<file path="config.mk">
export PLATFORM = sky130hd
export DESIGN_NAME = mole_game_ctrl
export DESIGN_NICKNAME = d
export VERILOG_FILES = /design/src/rtl/mole_game_pkg.sv /design/src/rtl/mole_game_ctrl_btn_debounce.sv /design/src/rtl/mole_game_ctrl.sv
export SDC_FILE = /design/constraint.sdc
export NUM_CORES = 1
export LEC_CHECK = 0
export CAP_MARGIN = 20
export CORE_ASPECT_RATIO = 0.9
export CORE_MARGIN = 1
export CORE_UTILIZATION = 66
export DETAILED_ROUTE_END_ITERATION = 10
export PLACE_DENSITY = 0.89
export REMOVE_ABC_BUFFERS = 1
export SETUP_SLACK_MARGIN = 0.15
export SLEW_MARGIN = 20
export SYNTH_ARGS = -nofsm -noshare
export SYNTH_HDL_FRONTEND = slang
export SYNTH_HIERARCHICAL = 1
export SYNTH_SLANG_ARGS = --single-unit
export TNS_END_PERCENT = 50
</file>
<file path="constraint.sdc">
create_clock -name clock -period 5.3 [get_ports clock]
set_input_delay 0.53 -clock clock [delete_from_list [all_inputs] [get_ports clock]]
set_output_delay 0.53 -clock clock [all_outputs]
set_load 0.05 [all_outputs]
</file>
<file path="src/rtl/mole_game_pkg.sv">
// ---------------------------------------------------------------------------
// mole_game_pkg
// Shared definitions for the reaction-game controller:
//   state_t             - controller FSM states
//   LFSR_TAPS           - feedback mask for the 16-bit Fibonacci LFSR
//                         (taps 16,14,13,11 -> bits 15,13,12,10)
//   LFSR_DEFAULT_SEED   - non-zero power-up value of the LFSR
//   SCORE_W / SCORE_MAX - hit counter width and saturation value
//   lfsr_step()         - one shift of the LFSR
// ---------------------------------------------------------------------------
package mole_game_pkg;

  typedef enum logic [1:0] {
    ST_IDLE = 2'd0,
    ST_GAP  = 2'd1,
    ST_SHOW = 2'd2,
    ST_OVER = 2'd3
  } state_t;

  localparam logic [15:0] LFSR_TAPS         = 16'hB400;
  localparam logic [15:0] LFSR_DEFAULT_SEED = 16'hACE1;

  localparam int                SCORE_W   = 16;
  localparam logic [SCORE_W-1:0] SCORE_MAX = '1;

  // Shift left, feeding the XOR of the tapped bits into bit 0.
  function automatic logic [15:0] lfsr_step(input logic [15:0] value);
    return {value[14:0], ^(value & LFSR_TAPS)};
  endfunction

endpackage

</file>
<file path="src/rtl/mole_game_ctrl_btn_debounce.sv">
// ---------------------------------------------------------------------------
// btn_debounce
// One button path: 2-flop synchronizer, counting debouncer and a rising-edge
// press pulse.
//   i_clk    system clock
//   i_srst   synchronous active-high reset
//   i_raw    raw asynchronous button level
//   o_press  one-cycle pulse, registered, one cycle after the debounced
//            level rises
// Latency: raw rising edge first sampled at edge t -> accepted level rises at
// t+DEBOUNCE_CYCLES+1 -> o_press high after edge t+DEBOUNCE_CYCLES+2.
// ---------------------------------------------------------------------------
module btn_debounce #(
  parameter int DEBOUNCE_CYCLES = 500000
) (
  input  logic i_clk,
  input  logic i_srst,
  input  logic i_raw,
  output logic o_press
);

  localparam int CW = $clog2(DEBOUNCE_CYCLES + 1);

  logic          r_sync1;
  logic          r_sync2;
  logic          r_level;
  logic          r_level_d;
  logic          r_press;
  logic [CW-1:0] r_cnt;

  always_ff @(posedge i_clk) begin
    if (i_srst) begin
      r_sync1   <= 1'b0;
      r_sync2   <= 1'b0;
      r_level   <= 1'b0;
      r_level_d <= 1'b0;
      r_press   <= 1'b0;
      r_cnt     <= '0;
    end else begin
      r_sync1   <= i_raw;
      r_sync2   <= r_sync1;
      r_level_d <= r_level;
      r_press   <= r_level & ~r_level_d;
      // Count consecutive cycles the synced input disagrees with the accepted
      // level; any agreeing cycle restarts the count.
      if (r_sync2 == r_level) begin
        r_cnt <= '0;
      end else if (r_cnt == CW'(DEBOUNCE_CYCLES - 1)) begin
        r_level <= r_sync2;
        r_cnt   <= '0;
      end else begin
        r_cnt <= r_cnt + CW'(1);
      end
    end
  end

  assign o_press = r_press;

endmodule

</file>
<file path="src/rtl/mole_game_ctrl.sv">
// ---------------------------------------------------------------------------
// mole_game_ctrl
// Player-side controller of the reaction-timer game. Debounces the start and
// hole buttons, lights a pseudo-random target, judges presses and issues the
// start/miss pulses used by the countdown timer.
//   clock       system clock
//   reset       synchronous active-high reset
//   btn_start   raw start button
//   btn         raw hole buttons (N_HOLES)
//   game_over   level from the timer, forces OVER outside IDLE
//   start       one-cycle pulse when a game begins
//   miss        one-cycle pulse per miss (wrong press, multi-press, timeout)
//   hit         one-cycle pulse per correct press
//   target_led  one-hot lit hole, zero when dark
//   score       saturating hit count
//   busy        high while in GAP or SHOW
// All outputs are registered from the next-state logic, so LEDs and pulses
// change on the same edge as the state.
// ---------------------------------------------------------------------------
module mole_game_ctrl
  import mole_game_pkg::*;
#(
  parameter int          N_HOLES         = 8,
  parameter int          DEBOUNCE_CYCLES = 500000,
  parameter int          TARGET_CYCLES   = 50000000,
  parameter int          GAP_CYCLES      = 10000000,
  parameter logic [15:0] LFSR_SEED       = LFSR_DEFAULT_SEED
) (
  input  logic               clock,
  input  logic               reset,
  input  logic               btn_start,
  input  logic [N_HOLES-1:0] btn,
  input  logic               game_over,
  output logic               start,
  output logic               miss,
  output logic               hit,
  output logic [N_HOLES-1:0] target_led,
  output logic [SCORE_W-1:0] score,
  output logic               busy
);

  localparam int IDX_W   = $clog2(N_HOLES);
  localparam int CNT_MAX = (TARGET_CYCLES > GAP_CYCLES) ? TARGET_CYCLES : GAP_CYCLES;
  localparam int CNT_W   = $clog2(CNT_MAX + 1);

  // Bit N_HOLES is the start button, bits below are the holes.
  logic [N_HOLES:0]   w_raw_btn;
  logic [N_HOLES:0]   w_press_all;
  logic [N_HOLES-1:0] w_press;
  logic               w_start_press;

  assign w_raw_btn     = {btn_start, btn};
  assign w_press       = w_press_all[N_HOLES-1:0];
  assign w_start_press = w_press_all[N_HOLES];

  generate
    for (genvar gi = 0; gi <= N_HOLES; gi++) begin : g_btn
      btn_debounce #(
        .DEBOUNCE_CYCLES(DEBOUNCE_CYCLES)
      ) u_debounce (
        .i_clk  (clock),
        .i_srst (reset),
        .i_raw  (w_raw_btn[gi]),
        .o_press(w_press_all[gi])
      );
    end
  endgenerate

  state_t             r_state;
  state_t             w_state_next;
  logic [CNT_W-1:0]   r_cnt;
  logic [CNT_W-1:0]   w_cnt_next;
  logic [IDX_W-1:0]   r_idx;
  logic [IDX_W-1:0]   w_idx_next;
  logic               r_first;
  logic               w_first_next;
  logic [SCORE_W-1:0] r_score;
  logic [SCORE_W-1:0] w_score_next;
  logic [15:0]        r_lfsr;
  logic               r_start;
  logic               r_miss;
  logic               r_hit;
  logic               w_start_next;
  logic               w_miss_next;
  logic               w_hit_next;
  logic [N_HOLES-1:0] r_led;
  logic [N_HOLES-1:0] w_led_next;
  logic               r_busy;
  logic               w_busy_next;

  // Candidate target: raw LFSR bits, bumped by one if it repeats the previous
  // target. Power-of-two hole count makes the +1 wrap naturally.
  logic [IDX_W-1:0] w_raw_idx;
  logic [IDX_W-1:0] w_new_idx;

  assign w_raw_idx = r_lfsr[IDX_W-1:0];
  assign w_new_idx = (!r_first && (w_raw_idx == r_idx)) ? w_raw_idx + IDX_W'(1) : w_raw_idx;

  always_comb begin
    w_state_next = r_state;
    w_cnt_next   = r_cnt + CNT_W'(1);
    w_idx_next   = r_idx;
    w_first_next = r_first;
    w_score_next = r_score;
    w_start_next = 1'b0;
    w_miss_next  = 1'b0;
    w_hit_next   = 1'b0;

    case (r_state)
      ST_IDLE: begin
        w_cnt_next = '0;
        if (w_start_press && !game_over) begin
          w_start_next = 1'b1;
          w_score_next = '0;
          w_first_next = 1'b1;
          w_state_next = ST_GAP;
        end
      end

      ST_GAP: begin
        if (game_over) begin
          w_state_next = ST_OVER;
          w_cnt_next   = '0;
        end else begin
          if (|w_press) begin
            w_miss_next = 1'b1;
          end
          if (r_cnt == CNT_W'(GAP_CYCLES - 1)) begin
            w_state_next = ST_SHOW;
            w_cnt_next   = '0;
            w_idx_next   = w_new_idx;
            w_first_next = 1'b0;
          end
        end
      end

      ST_SHOW: begin
        if (game_over) begin
          w_state_next = ST_OVER;
          w_cnt_next   = '0;
        end else if (|w_press) begin
          // A press wins over a timeout landing on the same edge.
          if (w_press == r_led) begin
            w_hit_next   = 1'b1;
            w_score_next = (r_score == SCORE_MAX) ? r_score : r_score + SCORE_W'(1);
          end else begin
            w_miss_next = 1'b1;
          end
          w_state_next = ST_GAP;
          w_cnt_next   = '0;
        end else if (r_cnt == CNT_W'(TARGET_CYCLES - 1)) begin
          w_miss_next  = 1'b1;
          w_state_next = ST_GAP;
          w_cnt_next   = '0;
        end
      end

      default: begin
        w_cnt_next = '0;
      end
    endcase
  end

  assign w_led_next  = (w_state_next == ST_SHOW) ? (N_HOLES'(1) << w_idx_next) : '0;
  assign w_busy_next = (w_state_next == ST_GAP) || (w_state_next == ST_SHOW);

  always_ff @(posedge clock) begin
    if (reset) begin
      r_state <= ST_IDLE;
      r_cnt   <= '0;
      r_idx   <= '0;
      r_first <= 1'b1;
      r_score <= '0;
      r_lfsr  <= LFSR_SEED;
      r_start <= 1'b0;
      r_miss  <= 1'b0;
      r_hit   <= 1'b0;
      r_led   <= '0;
      r_busy  <= 1'b0;
    end else begin
      r_state <= w_state_next;
      r_cnt   <= w_cnt_next;
      r_idx   <= w_idx_next;
      r_first <= w_first_next;
      r_score <= w_score_next;
      r_lfsr  <= lfsr_step(r_lfsr);
      r_start <= w_start_next;
      r_miss  <= w_miss_next;
      r_hit   <= w_hit_next;
      r_led   <= w_led_next;
      r_busy  <= w_busy_next;
    end
  end

  assign start      = r_start;
  assign miss       = r_miss;
  assign hit        = r_hit;
  assign target_led = r_led;
  assign score      = r_score;
  assign busy       = r_busy;

endmodule
</file>
Yosys cells after proc, flatten, opt, wreduce, memory -nomap -nowiden
Index checks and enable logic that the tools add are counted.
{"block": "word_totals", "out_inout_bits": 28, "elab_cells": 212, "register_bits": 292, "in_bits": 12}
{"block": "classes", "n_reduce_logical": 33, "addsub": 12, "mux": 36, "shifts": 1, "bitwise": 31, "n_eq_ne": 34}
{"operator": "19-bit by 1-bit adder with 19-bit output (second input constant)", "count": 9}
{"operator": "19-bit == test (second input constant)", "count": 9}
{"operator": "26-bit two-way mux", "count": 5}
{"operator": "16-bit two-way mux", "count": 5}
{"operator": "26-bit one-hot mux with 2 select lines", "count": 1}
{"operator": "16-bit one-hot mux with 2 select lines", "count": 1}
{"operator": "3-bit OR reduction", "count": 9}
{"operator": "26-bit by 1-bit adder with 26-bit output (second input constant)", "count": 1}
{"operator": "26-bit by 24-bit == test with 1-bit output (second input constant)", "count": 1}
{"operator": "26-bit == test (second input constant)", "count": 1}
{"operator": "1-bit inverter", "count": 22}
{"operator": "2-bit AND reduction", "count": 9}
{"operator": "16-bit by 1-bit adder with 16-bit output (second input constant)", "count": 1}
{"operator": "16-bit == test (second input constant)", "count": 1}
{"operator": "16-bit XOR reduction", "count": 1}
{"operator": "2-bit inequality test (second input constant)", "count": 7}
{"operator": "2-bit two-way mux", "count": 6}
{"operator": "3-bit two-way mux", "count": 4}
{"operator": "1-bit two-way mux", "count": 11}
{"operator": "1-bit AND", "count": 9}
{"operator": "1-bit == test", "count": 9}
{"operator": "8-bit == test", "count": 1}
{"operator": "8-bit OR reduction", "count": 1}
{"operator": "1-bit by 3-bit left shift with 8-bit output (first input constant)", "count": 1}
{"operator": "other kinds (15)", "count": 22}

Longest topological paths before layout
{"block": "logic_depth", "depth_word": 8, "depth_mapped": 11, "ltp_nobuf": 10}

By module
Netlist, hierarchy kept.
{"mod": "btn_debounce", "cells_each": 111, "seq_area_each_um2": 480.5, "instances": 9, "area_per_inst_um2": 1019.7}
{"mod": "mole_game_ctrl", "cells_each": 393, "seq_area_each_um2": 1521.5, "instances": 1, "area_per_inst_um2": 3435.8}

Worst setup path after synthesis
OpenSTA, ideal clock, no wires.
{"block": "synth_timing", "path_kind": "flip-flop to flip-flop", "from": "register r_cnt[7] (netlist name)", "to": "register r_led[4], in the netlist target_led[4]", "arrival_time_ns": 2.417, "n_path_buf": 0, "stages_incl_launch_ff": 9, "synth_period_minus_slack_ns": 2.481, "setup_ns": 0.065, "path_slack_ns": 2.819, "required_time_ns": 5.235, "cell_sequence": "dfxtp_1 or4_4 nor4_4 a21bo_2 a21oi_1 nor3_1 ha_1 or3b_2 nor2_1"}
{"element": "end signal: assignment", "line": "mole_game_ctrl.sv:190", "text": "r_led <= w_led_next;"}
{"element": "end: declaration", "line": "mole_game_ctrl.sv:86", "text": "logic [N_HOLES-1:0] r_led;"}

==> reports/results.txt <==
Status: completed
Post-DRT Antenna Nets: 0
Gr usage total: 0.263
Worst setup SP type: register
RSZ-0062 raised after global routing: no
Compound-Gate Fraction of Synth Area: 0.0717
Multiplexer share of the synthesized area: 0.0104
Fraction of the mapped netlist area in adder cells: 0.0169
CTS tree: yes
Largest family of logic cells by synthesized area: simple AND/OR/NAND/NOR gates
# hold bufs at CTS: 0
FFs w/ async S/R, synth: 0
Design area: 14100 um2
CTS buffer count: 29
Setup Viol. Count Final: 0
Port buffer count: 39
Achievable Freq: 354 MHz
Die height: 133 um
Critical path's largest stage delay: 570 ps
Placed insts: 1656
Metal2 WL: 12300 um
MaxCap Viol Count: 0
GPL Wtd Cong: 0.867
Element type at the critical path end: register
Clock Path Buffers: 3
Xor/xnor share of the synthesized area: 0.114
Htree depth: 1
Final Hold Viols: 0
Slew Viols, Final: 0
Avg WL per Cell: 15.0 um
Worst-path clk slew: 60 ps
Full die area: 19700 um2
Max-Slew Margin vs Limit: 0.386
Final nets: 1471
Register area share after synthesis: 0.463
Vias in the first global route: 9551
Area Growth Syn to Fin: 12.0%
Yosys reg bits: 292
FP Rows: 47
Clock sinks: 292
Largest net degree at the start of global routing: 77
WP data required: 5760 ps
Clock skew: 8.35 ps
Non-filler instance count after layout: 1708
Post-synth EDFFs: 0
Worst Hold Depth: 1
CTS root buffer: clkbuf_16
Crit-path max FO: 6
# diodes: 0
Delay-heaviest family, CP: simple AND/OR/NAND/NOR gates
WL final: 25600 um
Highest metal used: met4
Critical path depth in cells: 8
Buf+Inv Stages, Crit Path: 0
# Post-CTS Setup Buffers: 0
DR iter-0 viols: 489
P_leak: 4.36 nW
1st-pass router iterations: 5
Die Width: 148 um
Clock period minus worst slack: 2830 ps
Placement Cell Area: 13200 um2
Min-Delay Path Class: reg2reg
Pin slew with the least headroom to its limit: 920 ps
Boundary Pins: 40
Congestion Overflow GR: 0
Worst-path cell chain: or4_4, nor4_4, a21bo_2, a21oi_1, nor3_1, ha_1, or3b_2, nor2_1
Synthesis warning total: 6
CP max-delay cell: or4_4
Post_cts resized: 0
Period Utilization, post-route: 0.534
DR vias/cell: 5.86
Layout cells sized above 1: 0.0827
Setup TNS: 0 ps
Worst r2r path cells: 8
Final Total Pwr: 4.47 mW
Remaining DRCs: 0
Syn avg cell area: 9.06 um2
Metal3 WL: 1120 um
Metal-1 WL: 11400 um
Initial antenna violation count: 0
CORE AREA: 18500 um2
Routed vias: 10000
First-pass GRT wire length: 43800 um
Worst ir drop on vdd: 0.319 mV
Simple-gate share of the synthesized area: 0.292
Syn Inst Count: 1392
Cell area after synthesis: 12600 um2
Worst Path Arrival: 3290 ps
Yosys cell types: 57
Skew-Pair Late Insertion Delay: 530 ps
Initial core utilization: 0.681
CP Class: reg2reg
Hpwl dp: 16500 um
Pwr Density: 316 nW/um2
Ys flop type: dfxtp_1
where the power goes:
part / total [mW] / switching [mW] / internal, mW
sequential: 2.24 / 0.0183 / 2.22
combinational: 0.185 / 0.109 / 0.0752
clock: 2.04 / 0.820 / 1.22
Yosys cell counts (all sizes together), types with 2 or more instances:
library cell,instances,share of area
ha,17,0.017
o41ai,9,0.0062
nor3,54,0.021
or2,18,0.011
a21oi,52,0.021
a41oi,2,0.0014
and4,3,0.0023
and3,14,0.0078
o21ai,4,0.0016
xnor2,118,0.082
buf,17,0.012
nand3b,3,0.0018
and2,2,0.00099
dfxtp,292,0.46
nand2,83,0.025
o31ai,24,0.024
nor4,55,0.029
a21o,2,0.0012
nand4,70,0.035
nand3,75,0.033
o31a,2,0.0014
o211ai,5,0.0030
or3,4,0.0020
inv,64,0.019
or4,29,0.020
nor2b,27,0.013
a31o,10,0.0069
or3b,11,0.0076
clkbuf,4,0.0012
nand2b,23,0.011
mux2i,12,0.0095
nor2,229,0.068
xor2,46,0.032
o21a,2,0.0012
per-layer routing:
layer	global-route usage	up-vias
li1	-	4965
met1	0.340	4729
met2	0.450	254
met3	0.0387	68
met4	0.0853	0
met5	0	-
metrics by stage:
step / hold slack (ps) / setup slack (ps) / utilization
after detailed placement: 379 / 2550 / 0.710
final: 394 / 2470 / 0.762
after global placement: 370 / 2630 / 0.710
after floorplan: 368 / 2750 / -
after global routing: 408 / 2310 / 0.762
after CTS: 395 / 2490 / 0.762
logic make-up after synthesis:
logic type | after synthesis
adders and majority gates | 17
muxes | 13
buffers and inverters | 85
xor gates and xnor gates | 164
and+or+nand+nor | 703
AOI/OAI and AO/OA | 118
DFF | 292
state kept, by name, indices dropped and copies added (netlist names), 2 cells and up:
name	count
g_btn.u_debounce/o_press	9
g_btn.u_debounce/r_cnt	171
g_btn.u_debounce/r_level	9
g_btn.u_debounce/r_level_d	9
g_btn.u_debounce/r_sync1	9
g_btn.u_debounce/r_sync2	9
r_cnt	26
r_idx	3
r_lfsr	16
r_state	2
score	16
target_led	8
layout by cell type (no fill, tap or decap), types with 15 or more instances in the layout:
master and n:
a21oi_1 52, clkdlybuf4s50_1 38, nor2b_1 27, nand2_1 83
xor2_1 46, nand4_1 70, nand3_1 66, nor4_1 53
xnor2_1 118, clkbuf_16 29, dfxtp_1 292, inv_1 64
o31ai_1 15, nor2_1 229, or4_1 19, ha_1 17
nor3_1 54, nand2b_1 23
area by class of cell:
class / count / area [um2]
timing repair buffer: 40 / 393
tap: 245 / 307
multi-input combinational: 1015 / 6360
fill: 1205 / 4400
clock buffer: 42 / 865
sequential: 292 / 5850
inverter: 64 / 240
clock inverter: 10 / 106
final timing paths:
check | startpoint | endpoint | slack [ps]
max | r_cnt[7] | target_led[6] | 2470
min | g_btn[7].u_debounce/r_level_d | g_btn[7].u_debounce/o_press | 390
max reg2reg | r_cnt[7] | target_led[6] | 2470
min reg2reg | g_btn[7].u_debounce/r_level_d | g_btn[7].u_debounce/o_press | 390
No activity file was read; power rests on OpenSTA's default activity.
